<file path="src/rtl/loader_pkg.sv">
// Shared types and defaults for the program loader: FSM state encoding and buffer geometry.
package loader_pkg;
  localparam int DEPTH_DEF = 16;
  localparam int AW_DEF    = 4;
  localparam int DW_DEF    = 8;

  typedef enum logic [1:0] {
    ST_IDLE = 2'd0,
    ST_LOAD = 2'd1,
    ST_RUN  = 2'd2,
    ST_DONE = 2'd3
  } state_t;
endpackage

</file>
<file path="src/rtl/instr_loader_if.sv">
// Load/playback bus between the program source, the loader and the cpu instruction port.
interface instr_loader_if #(
  parameter int DW = 8
);
  logic          load_valid;
  logic [DW-1:0] load_data;
  logic          start;
  logic          stall;
  logic [DW-1:0] INSTRUCTION;
  logic          write_en;

  modport master (
    output load_valid, load_data, start, stall,
    input  INSTRUCTION, write_en
  );

  modport slave (
    input  load_valid, load_data, start, stall,
    output INSTRUCTION, write_en
  );
endinterface

</file>
<file path="src/rtl/instr_loader_mem.sv">
// Program buffer: synchronous write, combinational read, contents deliberately not reset.
module instr_mem #(
  parameter int DEPTH = 16,
  parameter int AW    = 4,
  parameter int DW    = 8
) (
  input  logic          CLK,
  input  logic          we,
  input  logic [AW-1:0] waddr,
  input  logic [DW-1:0] wdata,
  input  logic [AW-1:0] raddr,
  output logic [DW-1:0] rdata
);
  logic [DW-1:0] mem [DEPTH];

  always_ff @(posedge CLK) begin
    if (we) mem[waddr] <= wdata;
  end

  assign rdata = mem[raddr];
endmodule

</file>
<file path="src/rtl/instr_loader.sv">
// Captures a byte-serial program into a small buffer and replays it into the cpu, one byte per unstalled cycle.
module instr_loader
  import loader_pkg::*;
#(
  parameter int DEPTH = DEPTH_DEF,
  parameter int AW    = AW_DEF,
  parameter int DW    = DW_DEF
) (
  input  logic          CLK,
  input  logic          RESET,
  instr_loader_if.slave bus,
  output logic [AW:0]   prog_len,
  output logic [1:0]    state,
  output logic          done,
  output logic          overflow
);
  localparam logic [AW:0] FULL = (AW+1)'(DEPTH);
  localparam logic [AW:0] ONE  = (AW+1)'(1);

  state_t        state_q, state_n;
  logic [AW:0]   len_q, len_n;
  logic [AW-1:0] rd_q, rd_n;
  logic          ovf_q, ovf_n;
  logic [DW-1:0] instr_p0, instr_n;
  logic          vld_p0, vld_n;

  logic          mem_we;
  logic [AW-1:0] mem_waddr;
  logic [DW-1:0] mem_rdata;
  logic          last_issue;

  instr_mem #(.DEPTH(DEPTH), .AW(AW), .DW(DW)) u_mem (
    .CLK   (CLK),
    .we    (mem_we),
    .waddr (mem_waddr),
    .wdata (bus.load_data),
    .raddr (rd_q),
    .rdata (mem_rdata)
  );

  assign last_issue = ({1'b0, rd_q} == (len_q - ONE));

  always_comb begin
    state_n   = state_q;
    len_n     = len_q;
    rd_n      = rd_q;
    ovf_n     = ovf_q;
    instr_n   = instr_p0;
    vld_n     = 1'b0;
    mem_we    = 1'b0;
    mem_waddr = len_q[AW-1:0];
    unique case (state_q)
      ST_IDLE: begin
        if (bus.load_valid) begin
          mem_we    = 1'b1;
          mem_waddr = '0;
          len_n     = ONE;
          state_n   = ST_LOAD;
        end
      end
      ST_LOAD: begin
        // A byte arriving with start still joins the program before playback begins.
        if (bus.load_valid) begin
          if (len_q < FULL) begin
            mem_we = 1'b1;
            len_n  = len_q + ONE;
          end else begin
            ovf_n = 1'b1;
          end
        end
        if (bus.start) begin
          rd_n    = '0;
          state_n = ST_RUN;
        end
      end
      ST_RUN: begin
        if (!bus.stall) begin
          instr_n = mem_rdata;
          vld_n   = 1'b1;
          rd_n    = rd_q + 1'b1;
          if (last_issue) state_n = ST_DONE;
        end
      end
      ST_DONE: begin
        if (bus.load_valid) begin
          mem_we    = 1'b1;
          mem_waddr = '0;
          len_n     = ONE;
          ovf_n     = 1'b0;
          state_n   = ST_LOAD;
        end else if (bus.start) begin
          rd_n    = '0;
          state_n = ST_RUN;
        end
      end
      default: state_n = ST_IDLE;
    endcase
  end

  // Issue stage: registered instruction/valid toward the cpu
  always_ff @(posedge CLK or posedge RESET) begin
    if (RESET) begin
      state_q  <= ST_IDLE;
      len_q    <= '0;
      rd_q     <= '0;
      ovf_q    <= 1'b0;
      instr_p0 <= '0;
      vld_p0   <= 1'b0;
    end else begin
      state_q  <= state_n;
      len_q    <= len_n;
      rd_q     <= rd_n;
      ovf_q    <= ovf_n;
      instr_p0 <= instr_n;
      vld_p0   <= vld_n;
    end
  end

  assign bus.INSTRUCTION = instr_p0;
  assign bus.write_en    = vld_p0;
  assign prog_len        = len_q;
  assign state           = state_q;
  assign done            = (state_q == ST_DONE);
  assign overflow        = ovf_q;
endmodule
</file>
<file path="src/flat_wrapper.sv">
// flat-port wrapper written by rule: the top's interface ports become plain ports
module instr_loader_flat import loader_pkg::*;
#(
  parameter int DEPTH = DEPTH_DEF,
  parameter int AW    = AW_DEF,
  parameter int DW    = DW_DEF
)
  (CLK, RESET, prog_len, state, done, overflow, bus_load_valid, bus_load_data, bus_start, bus_stall, bus_INSTRUCTION, bus_write_en);
  instr_loader_if #(.DW(DW)) bus_i ();
  input  logic CLK;
  input  logic RESET;
  output logic [AW:0] prog_len;
  output logic [1:0] state;
  output logic done;
  output logic overflow;
  input wire logic [$bits(bus_i.load_valid)-1:0] bus_load_valid;
  input wire logic [$bits(bus_i.load_data)-1:0] bus_load_data;
  input wire logic [$bits(bus_i.start)-1:0] bus_start;
  input wire logic [$bits(bus_i.stall)-1:0] bus_stall;
  output wire logic [$bits(bus_i.INSTRUCTION)-1:0] bus_INSTRUCTION;
  output wire logic [$bits(bus_i.write_en)-1:0] bus_write_en;
  assign bus_i.load_valid = bus_load_valid;
  assign bus_i.load_data = bus_load_data;
  assign bus_i.start = bus_start;
  assign bus_i.stall = bus_stall;
  assign bus_INSTRUCTION = bus_i.INSTRUCTION;
  assign bus_write_en = bus_i.write_en;
  instr_loader #(.DEPTH(DEPTH), .AW(AW), .DW(DW)) u_core (.CLK(CLK), .RESET(RESET), .bus(bus_i), .prog_len(prog_len), .state(state), .done(done), .overflow(overflow));
endmodule
</file>
<file path="config.mk">
export PLATFORM = sky130hd
export DESIGN_NAME = instr_loader_flat
export DESIGN_NICKNAME = d
export VERILOG_FILES = /design/src/rtl/loader_pkg.sv /design/src/rtl/instr_loader_if.sv /design/src/rtl/instr_loader_mem.sv /design/src/rtl/instr_loader.sv /design/src/flat_wrapper.sv
export SDC_FILE = /design/constraint.sdc
export NUM_CORES = 1
export LEC_CHECK = 0
export CAP_MARGIN = 20
export CORE_MARGIN = 10
export CORE_UTILIZATION = 40
export DETAILED_ROUTE_END_ITERATION = 10
export GPL_ROUTABILITY_DRIVEN = 0
export GPL_TIMING_DRIVEN = 0
export SYNTH_ARGS = -nofsm -noshare
export SYNTH_HDL_FRONTEND = slang
export SYNTH_SLANG_ARGS = --single-unit
</file>
<file path="constraint.sdc">
create_clock -name CLK -period 3.6 [get_ports CLK]
set_clock_uncertainty 0.05 [all_clocks]
set_input_delay 0.72 -clock CLK [delete_from_list [all_inputs] [get_ports CLK]]
set_output_delay 0.72 -clock CLK [all_outputs]
set_load 0.01 [all_outputs]
</file>
==> impl_metrics.tcl, run 1 <==
set metrics [dict create \
    cts_resized 0 \
    seq_area_frac_synth 0.6915 \
    clk_path_buf_depth 2 \
    final-hold-violation-count 0 \
    cts_sinks 149 \
    drtIter0Drc 248 \
    grt_use_total 0.1353 \
    min_path_cells 2 \
    hold_path_class "register to register" \
    yosysWarningCount 0 \
    cts_tree "yes" \
    cts_buffers 17 \
    crit_path_end_kind "register" \
    die_h_um 145.7 \
    dieWidth_um 145.7 \
    ys_ff_latch 149 \
    async_flop_share 0.1409 \
    fp.dieArea_um2 21220 \
    dpl_cell_area_um2 6897 \
    drive_gt1_frac 0.1252 \
    hpwl_mm 9.708 \
    clk_pin_slew_ns 0.06 \
    ant_nets 0 \
    post-cts-setup-buffers 0 \
    rr_startpoint "u_core.state[0]$_DFFE_PP0P_" \
    p_per_area_nw_per_um2 702.9 \
    fin_nets 511 \
    antenna_found_initial 0 \
    crit_arrival_ns 2.94 \
    core_area_um2 15310 \
    antenna_cells 0 \
    io_buffers 30 \
    wl_per_cell_um 20.13 \
    rr_worst_depth 8 \
    core.rowCount 45 \
    ioPinCount 31 \
    place_inst 682 \
    vias 3664 \
    synth.distinct_cells 42 \
    max_stage_delay_ns 0.73 \
    hold_buffers 0 \
    worstPathCellList "inv_1 > ha_1 > buf_2 > inv_1 > nand2_1 > a21oi_1 > nand4_1 > nor2_1" \
    fin_area_um2 7486 \
    grt_pass1_vias 3607 \
    drtPass1Iterations 5 \
    tightest_slew_ns 0.8996 \
    cp_data_required_time_ns 3.60 \
    finalWirelength_mm 14.37 \
    cap_viol_max_count 0 \
    grt_pass1_wl_mm 21.73 \
    synth_cells 440 \
    vias_per_cell 5.132 \
    min_period_ns 2.940 \
    syn_to_final_growth_pct 18.48 \
    fillers 1347 \
    synth_ff_type "edfxtp_1" \
    crit_top_cell "inv_1" \
    fin_cells 714 \
    clock.fmax_mhz 340.1 \
    hp-start "u_core.bus.INSTRUCTION[2]$_DFFE_PP0P_" \
    maxSlewViolCount 0 \
    critPathKind "register to register" \
    leakage_nw 2.532 \
    cpMaxStageDelayCell "nor2_1" \
    root_buffer "clkbuf_16" \
    crit_fanout 9 \
    drc 0 \
    synth_edf_count 128 \
    rsz0062_at_grt "false" \
    start_util 0.4126 \
    htree_num_levels 4 \
    synth.net_count 461 \
    start_kind "register" \
    grt_overflow 0 \
    syn_avg_cell_area_um2 14.36 \
    synth_area_um2 6319 \
    run_status "complete, no violations" \
    critPathLaunch "u_core.state[0]$_DFFE_PP0P_" \
    setup_violations 0 \
    min_period_over_period 0.8168 \
    clkLatencyLatePin_ns 0.43 \
    grt_max_degree 22 \
    vdd_drop_max_uv 350.9 \
    max_slew_margin 0.3996 \
]
-- registers in the layout, indices dropped and copies added, names as in the netlist --
| name | count |
|---|---|
| u_core.u_mem.mem | 128 |
| u_core.prog_len | 5 |
| u_core.bus.INSTRUCTION | 8 |
| u_core.bus.write_en | 1 |
| u_core.state | 2 |
| u_core.overflow | 1 |
| u_core.rd_q | 4 |
-- path summary, 6_finish.rpt --
kind,to,slack [ns]
setup / recovery,u_core.u_mem.mem[5][0]$_DFFE_PP_,0.66
min in group asynchronous,u_core.overflow$_DFFE_PP0P_,0.74
setup reg to reg,u_core.u_mem.mem[5][0]$_DFFE_PP_,0.66
hold / removal,u_core.bus.INSTRUCTION[2]$_DFFE_PP0P_,0.45
max in group asynchronous,u_core.prog_len[1]$_DFFE_PP0P_,2.20
hold reg to reg,u_core.bus.INSTRUCTION[2]$_DFFE_PP0P_,0.45
-- synthesized netlist by cell type, drive strengths merged (2+ instances only) --
cell type | count | share of area
dfrtp | 21 | 0.083
nand3b | 4 | 0.0048
buf | 21 | 0.019
mux2i | 64 | 0.10
o31ai | 2 | 0.0024
nand4 | 4 | 0.0040
inv | 9 | 0.0053
ha | 8 | 0.016
nor2b | 4 | 0.0040
nor2 | 21 | 0.012
xnor2 | 3 | 0.0042
edfxtp | 128 | 0.61
nand2b | 5 | 0.0050
a22oi | 16 | 0.019
nand3 | 29 | 0.023
a21oi | 20 | 0.016
nor3 | 3 | 0.0024
and2 | 3 | 0.0032
clkbuf | 3 | 0.0018
o21ai | 13 | 0.011
xor2 | 2 | 0.0028
mux2 | 3 | 0.0053
nand2 | 40 | 0.024
-- metrics by stage --
| stage | util | TNS [ns] | power (mW) | hold WS [ns] | setup slack [ns] |
|---|---|---|---|---|---|
| after detailed placement | 0.4503 | 0 | 3.535 | 0.4380 | 0.4189 |
| after CTS | 0.4888 | 0 | 5.299 | 0.4511 | 0.6579 |
| final | 0.4888 | 0 | 5.262 | 0.4472 | 0.6595 |
| after global placement | 0.4494 | -3.367 | 3.496 | 0.4363 | -0.4216 |
| after floorplan | - | 0 | 3.059 | 0.4525 | 0.8607 |
| after global routing | 0.4888 | 0 | 5.489 | 0.4593 | 0.5494 |
-- cell families after synthesis --
logic type / after synthesis / share of synthesized area
AO/OA/AOI/OAI: 59 / 0.06258
XOR/XNOR: 5 / 0.006932
adder cells (fa/ha/maj): 8 / 0.01584
buffers and inverters: 33 / 0.02574
flip-flops: 149 / 0.6915
multiplexers: 67 / 0.1067
AND/OR/NAND/NOR: 119 / 0.09069
-- power by group --
part	internal (mW)	total (mW)	switching, mW
clock network	1.09	1.77	0.682
registers	2.05	2.13	0.0881
logic	0.589	1.36	0.768
-- area by class of cell --
| cell class | count | area (µm²) | area share |
|---|---|---|---|
| Buffer | 24 | 128.9 | 0.01722 |
| Clock buffer | 20 | 436.7 | 0.05833 |
| Clock inverter | 12 | 152.6 | 0.02039 |
| Inverter | 9 | 33.78 | 0.004513 |
| Multi-Input combinational cell | 258 | 1793 | 0.2395 |
| Sequential cell | 149 | 4369 | 0.5837 |
| Tap cell | 211 | 264.0 | 0.03527 |
| Timing Repair Buffer | 31 | 307.8 | 0.04112 |
-- layer usage --
metal	share of wire	routed length (µm)	GRT usage
met1	0.46	6658	0.1797
met2	0.47	6736	0.2070
met3	0.050	716	0.03291
met4	0.018	259	0.05612
met5	0	0	0
-- layout by cell type (no fill, tap or decap), types with 16 or more instances in the layout --
| cell type | n |
|---|---|
| edfxtp_1 | 128 |
| nand2_1 | 40 |
| nor2_1 | 21 |
| a22oi_1 | 16 |
| clkbuf_16 | 17 |
| mux2i_1 | 64 |
| clkdlybuf4s50_1 | 30 |
| nand3_1 | 29 |
| a21oi_1 | 19 |
| dfrtp_1 | 21 |
| buf_2 | 16 |
-- worst max-delay path, delay by kind of cell (launching register included) --
family / cells / cell delay, ns
fa+ha+maj: 1 / 0.20
simple gates: 3 / 1.11
compound gates: 1 / 0.27
buf+inv: 3 / 0.46
flops: 1 / 0.46
No activity file was read; power rests on OpenSTA's default activity.
==> run 2: changes to the inputs <==
clock period = 2.6 ns   (was 3.6 ns; I/O delays follow)
==> impl_metrics.tcl, run 2 (synthesized netlist as in run 1, its figures left out) <==
set metrics [dict create \
    rsz0062_at_grt "true" \
    ant_nets 0 \
    syn_to_final_growth_pct 20.79 \
    power_mw 7.460 \
    fin_hold_ws_ns 0.4408 \
    vias 3752 \
    leakage_nw 2.572 \
    hold_buffers 0 \
    crit_arrival_ns 2.59 \
    dpl_cell_area_um2 6889 \
    p_comb_frac 0.268 \
    fin_cells 719 \
    layout_setup_ws_ns 0.02977 \
    cap_viol_max_count 0 \
    clkLatencyLatePin_ns 0.43 \
    drtPass1Iterations 4 \
    grt_overflow 0 \
    netSwitchingFraction 0.3028 \
    hold_path_class "register to register" \
    finalWirelength_mm 14.59 \
    clock.fmax_mhz 389.1 \
    fin_nets 516 \
    start_util 0.4126 \
    root_buffer "clkbuf_16" \
    place_inst 681 \
    crit_fanout 10 \
    vias_per_cell 5.218 \
    crit_path_end_kind "register" \
    run_status "complete, no violations" \
    p_switching_mw 2.258 \
    final-hold-violation-count 0 \
    dieWidth_um 145.7 \
    cts_sinks 149 \
    grt_pass1_vias 3720 \
    clk_pin_slew_ns 0.06 \
    top_register "u_core.u_mem.mem" \
    layout_commonest_cell "edfxtp_1" \
    place_ws_ns -0.3110 \
    min_period_ns 2.570 \
    final_cell_mix "edfxtp_1, mux2i_1, nand2_1, clkdlybuf4s50_1, nand3_1" \
    hpwl_mm 9.719 \
    fp.dieArea_um2 21220 \
    max_slew_margin 0.3729 \
    fin_util 0.4984 \
    vdd_drop_max_uv 491.0 \
    clk_path_buf_depth 2 \
    critPathKind "register to register" \
    internal-power_mw 5.201 \
    drtIter0Drc 337 \
    min_period_over_period 0.9886 \
    cp_data_required_time_ns 2.62 \
    finalSetupTns_ns 0 \
    antenna_found_initial 0 \
    wl_per_cell_um 20.30 \
    maxSlewViolCount 0 \
    drc 0 \
    grt_pass1_wl_mm 22.24 \
    core.rowCount 45 \
    cts_tree "yes" \
    die_h_um 145.7 \
    drive_gt1_frac 0.1673 \
    core_area_um2 15310 \
    p_per_area_nw_per_um2 977.4 \
    io_buffers 30 \
    setup_violations 0 \
    htree_num_levels 4 \
    grt_max_degree 22 \
    antenna_cells 0 \
    power_frac_seq 0.395 \
    grt_use_total 0.1384 \
    rrSetupSlack_ns 0.03 \
    start_kind "register" \
    largest_reg_flops 128 \
    clock_power_share 0.336 \
    tightest_slew_ns 0.9397 \
    cts_buffers 17 \
    ioPinCount 31 \
    fin_area_um2 7632 \
]
[run 2: cell types whose count changed in the layout (fill, tap and decap cells not counted), sizes merged]
cell      before  now
inv           11   13
buf           22   27
clkinvlp       3    2
clkbuf        23   22
[run 2: worst max-delay path: stages, from the launching register on]
cell and delay (ns):
dfrtp_1 0.46, inv_1 0.13, ha_1 0.29, buf_2 0.20, or2b_1 0.22, nand3_1 0.35
nor2_2 0.51
[run 2: per-layer routing]
metal / GRT usage / vias up / part of all wire
li1: - / 1762 / -
met1: 0.1904 / 1873 / 0.47
met5: 0 / - / 0
met3: 0.02825 / 19 / 0.052
met4: 0.05308 / 0 / 0.019
met2: 0.2097 / 98 / 0.46
[run 2: repair_timing]
action                                  CTS  global route
resized for setup                        22             3
endpoints found under the setup margin  128            88
buffers inserted                          5             1
pin swaps                                 4             2
hold endpoints to repair                  0             0
[run 2: area by class of cell]
class / count / area, µm²
Fill cell: 1331 / 7682
Sequential cell: 149 / 4369
Multi-Input combinational cell: 258 / 1884
Clock buffer: 19 / 432.9
Timing Repair Buffer: 36 / 345.3
Tap cell: 211 / 264.0
Clock inverter: 13 / 173.9
Buffer: 24 / 128.9
Inverter: 9 / 33.78
[run 2: worst paths after layout]
path	start	depth (start not counted)	end
worst max-delay path	u_core.state[0]$_DFFE_PP0P_	6	u_core.u_mem.mem[12][4]$_DFFE_PP_
worst max register to register	u_core.state[0]$_DFFE_PP0P_	6	u_core.u_mem.mem[12][4]$_DFFE_PP_
worst min-delay path	u_core.bus.INSTRUCTION[7]$_DFFE_PP0P_	2	u_core.bus.INSTRUCTION[7]$_DFFE_PP0P_
min in group asynchronous	RESET	2	u_core.overflow$_DFFE_PP0P_
max in group asynchronous	RESET	2	u_core.bus.INSTRUCTION[5]$_DFFE_PP0P_
worst min register to register	u_core.bus.INSTRUCTION[7]$_DFFE_PP0P_	2	u_core.bus.INSTRUCTION[7]$_DFFE_PP0P_
[run 2: power by group through the flow]
stage | combinational [mW] | sequential (mW) | clock, mW
finish | 2.00 | 2.95 | 2.51
CTS | 2.00 | 2.95 | 2.54
detailed placement | 1.92 | 3.00 | 0
floorplan | 1.23 | 3.01 | 0
global placement | 1.89 | 2.99 | 0
global route | 2.18 | 2.97 | 2.65
==> run 3: changes to the inputs <==
TNS_END_PERCENT = 10   (was default)
==> impl_metrics.tcl, run 3 (synthesized netlist as in run 1, its figures left out) <==
set metrics [dict create \
    antenna_found_initial 0 \
    tightest_slew_ns 0.9272 \
    cts_tree "yes" \
    violations "setup timing" \
    cap_viol_max_count 0 \
    fin_nets 513 \
    max_slew_margin 0.3812 \
    crit_fanout 9 \
    clkLatencyLatePin_ns 0.42 \
    vias_per_cell 5.166 \
    setup_violations 40 \
    cts_buffers 17 \
    start_util 0.4126 \
    vdd_drop_max_uv 490.1 \
    top_register "u_core.u_mem.mem" \
    dieWidth_um 145.7 \
    multi_input_area_um2 1894 \
    crit_arrival_ns 2.66 \
    cp_data_required_time_ns 2.61 \
    hold_path_class "register to register" \
    largest_reg_flops 128 \
    drtIter0Drc 366 \
    grt_pass1_vias 3691 \
    clk_pin_slew_ns 0.06 \
    final_cell_mix "edfxtp_1, mux2i_1, nand2_1, clkdlybuf4s50_1, nand3_1" \
    core.rowCount 45 \
    p_switching_mw 2.252 \
    min_period_ns 2.644 \
    cts_sinks 149 \
    final-hold-violation-count 0 \
    syn_to_final_growth_pct 20.63 \
    p_comb_frac 0.268 \
    finalSetupTns_ns -0.7304 \
    internal-power_mw 5.200 \
    maxSlewViolCount 0 \
    drive_gt1_frac 0.1663 \
    p_per_area_nw_per_um2 977.7 \
    finalWirelength_mm 14.47 \
    root_buffer "clkbuf_16" \
    antenna_cells 0 \
    place_ws_ns -0.3110 \
    clock_power_share 0.336 \
    netSwitchingFraction 0.3022 \
    die_h_um 145.7 \
    grt_overflow 0 \
    grt_pass1_wl_mm 22.09 \
    seqCellArea_um2 4372 \
    io_buffers 30 \
    crit_path_end_kind "register" \
    power_frac_seq 0.396 \
    grt_max_degree 22 \
    vias 3699 \
    fin_area_um2 7622 \
    wl_per_cell_um 20.21 \
    fin_hold_ws_ns 0.4417 \
    run_status "finished with violations" \
    rsz0062_at_grt "true" \
    leakage_nw 2.554 \
    drc 0 \
    drtPass1Iterations 4 \
    dpl_cell_area_um2 6889 \
    min_period_over_period 1.017 \
    layout_commonest_cell "edfxtp_1" \
    start_kind "register" \
    clock.fmax_mhz 378.2 \
    hpwl_mm 9.719 \
    ioPinCount 31 \
    ant_nets 0 \
    layout_setup_ws_ns -0.04426 \
    fillers 1329 \
    fp.dieArea_um2 21220 \
    grt_use_total 0.1378 \
    critPathKind "register to register" \
    clk_path_buf_depth 2 \
    htree_num_levels 4 \
    core_area_um2 15310 \
]
[run 3: cell type report]
| type | count | share of cell area |
|---|---|---|
| repair buffers | 33 | 0.04235 |
| clock inverters | 13 | 0.02282 |
| clock buffers | 19 | 0.05680 |
| well taps | 211 | 0.03464 |
| flip-flops and latches | 149 | 0.5735 |
| multi-input cells | 258 | 0.2485 |
| plain buffers | 24 | 0.01691 |
| inverters | 9 | 0.004432 |
[run 3: path summary, 6_finish.rpt]
kind | from | to | slack [ns] | depth (start not counted)
setup / recovery | u_core.state[0]$_DFFE_PP0P_ | u_core.u_mem.mem[2][5]$_DFFE_PP_ | -0.04 | 8
hold / removal | u_core.bus.INSTRUCTION[7]$_DFFE_PP0P_ | u_core.bus.INSTRUCTION[7]$_DFFE_PP0P_ | 0.44 | 2
setup reg to reg | u_core.state[0]$_DFFE_PP0P_ | u_core.u_mem.mem[2][5]$_DFFE_PP_ | -0.04 | 8
hold reg to reg | u_core.bus.INSTRUCTION[7]$_DFFE_PP0P_ | u_core.bus.INSTRUCTION[7]$_DFFE_PP0P_ | 0.44 | 2
max in group asynchronous | RESET | u_core.state[1]$_DFFE_PP0P_ | 1.32 | 2
min in group asynchronous | RESET | u_core.overflow$_DFFE_PP0P_ | 0.55 | 2
[run 3: repair_timing]
item                       CTS  global route
pin swaps                    2             0
gates cloned                 0             0
gates resized for setup     22             7
hold buffers                 0             0
buffers inserted             1             2
setup endpoints to repair  128            88
hold endpoints to repair     0             0
[run 3: through the flow]
stage / util / std cells / power [mW]
6_report: 0.4977 / 716 / 7.453
5_1_grt: 0.4977 / 716 / 7.793
4_1_cts: 0.4944 / 714 / 7.479
3_5_place_dp: 0.4498 / 681 / 4.923
3_3_place_gp: 0.4498 / 681 / 4.880
2_1_floorplan: - / 440 / 4.239
[run 3: power by group through the flow]
| stage | clock (mW) | combinational (mW) | sequential [mW] |
|---|---|---|---|
| 6_report | 2.51 | 1.99 | 2.95 |
| 5_1_grt | 2.65 | 2.17 | 2.97 |
| 4_1_cts | 2.54 | 1.99 | 2.95 |
| 3_5_place_dp | 0 | 1.92 | 3.00 |
| 3_3_place_gp | 0 | 1.89 | 2.99 |
| 2_1_floorplan | 0 | 1.23 | 3.01 |
[run 3: per-layer routing]
metal / vias to the layer above / share of wire / GRT usage
met4: 0 / 0.014 / 0.05258
met3: 15 / 0.048 / 0.02794
li1: 1753 / - / -
met5: - / 0 / 0
met2: 97 / 0.47 / 0.2102
met1: 1834 / 0.47 / 0.1886
[run 3: critical path, stage by stage (launching register included)]
cell,delay (ns)
dfrtp_2,0.42
inv_1,0.11
ha_1,0.20
buf_2,0.17
inv_1,0.16
nand2_1,0.10
nor2_1,0.14
nand4_1,0.40
nor2_2,0.54
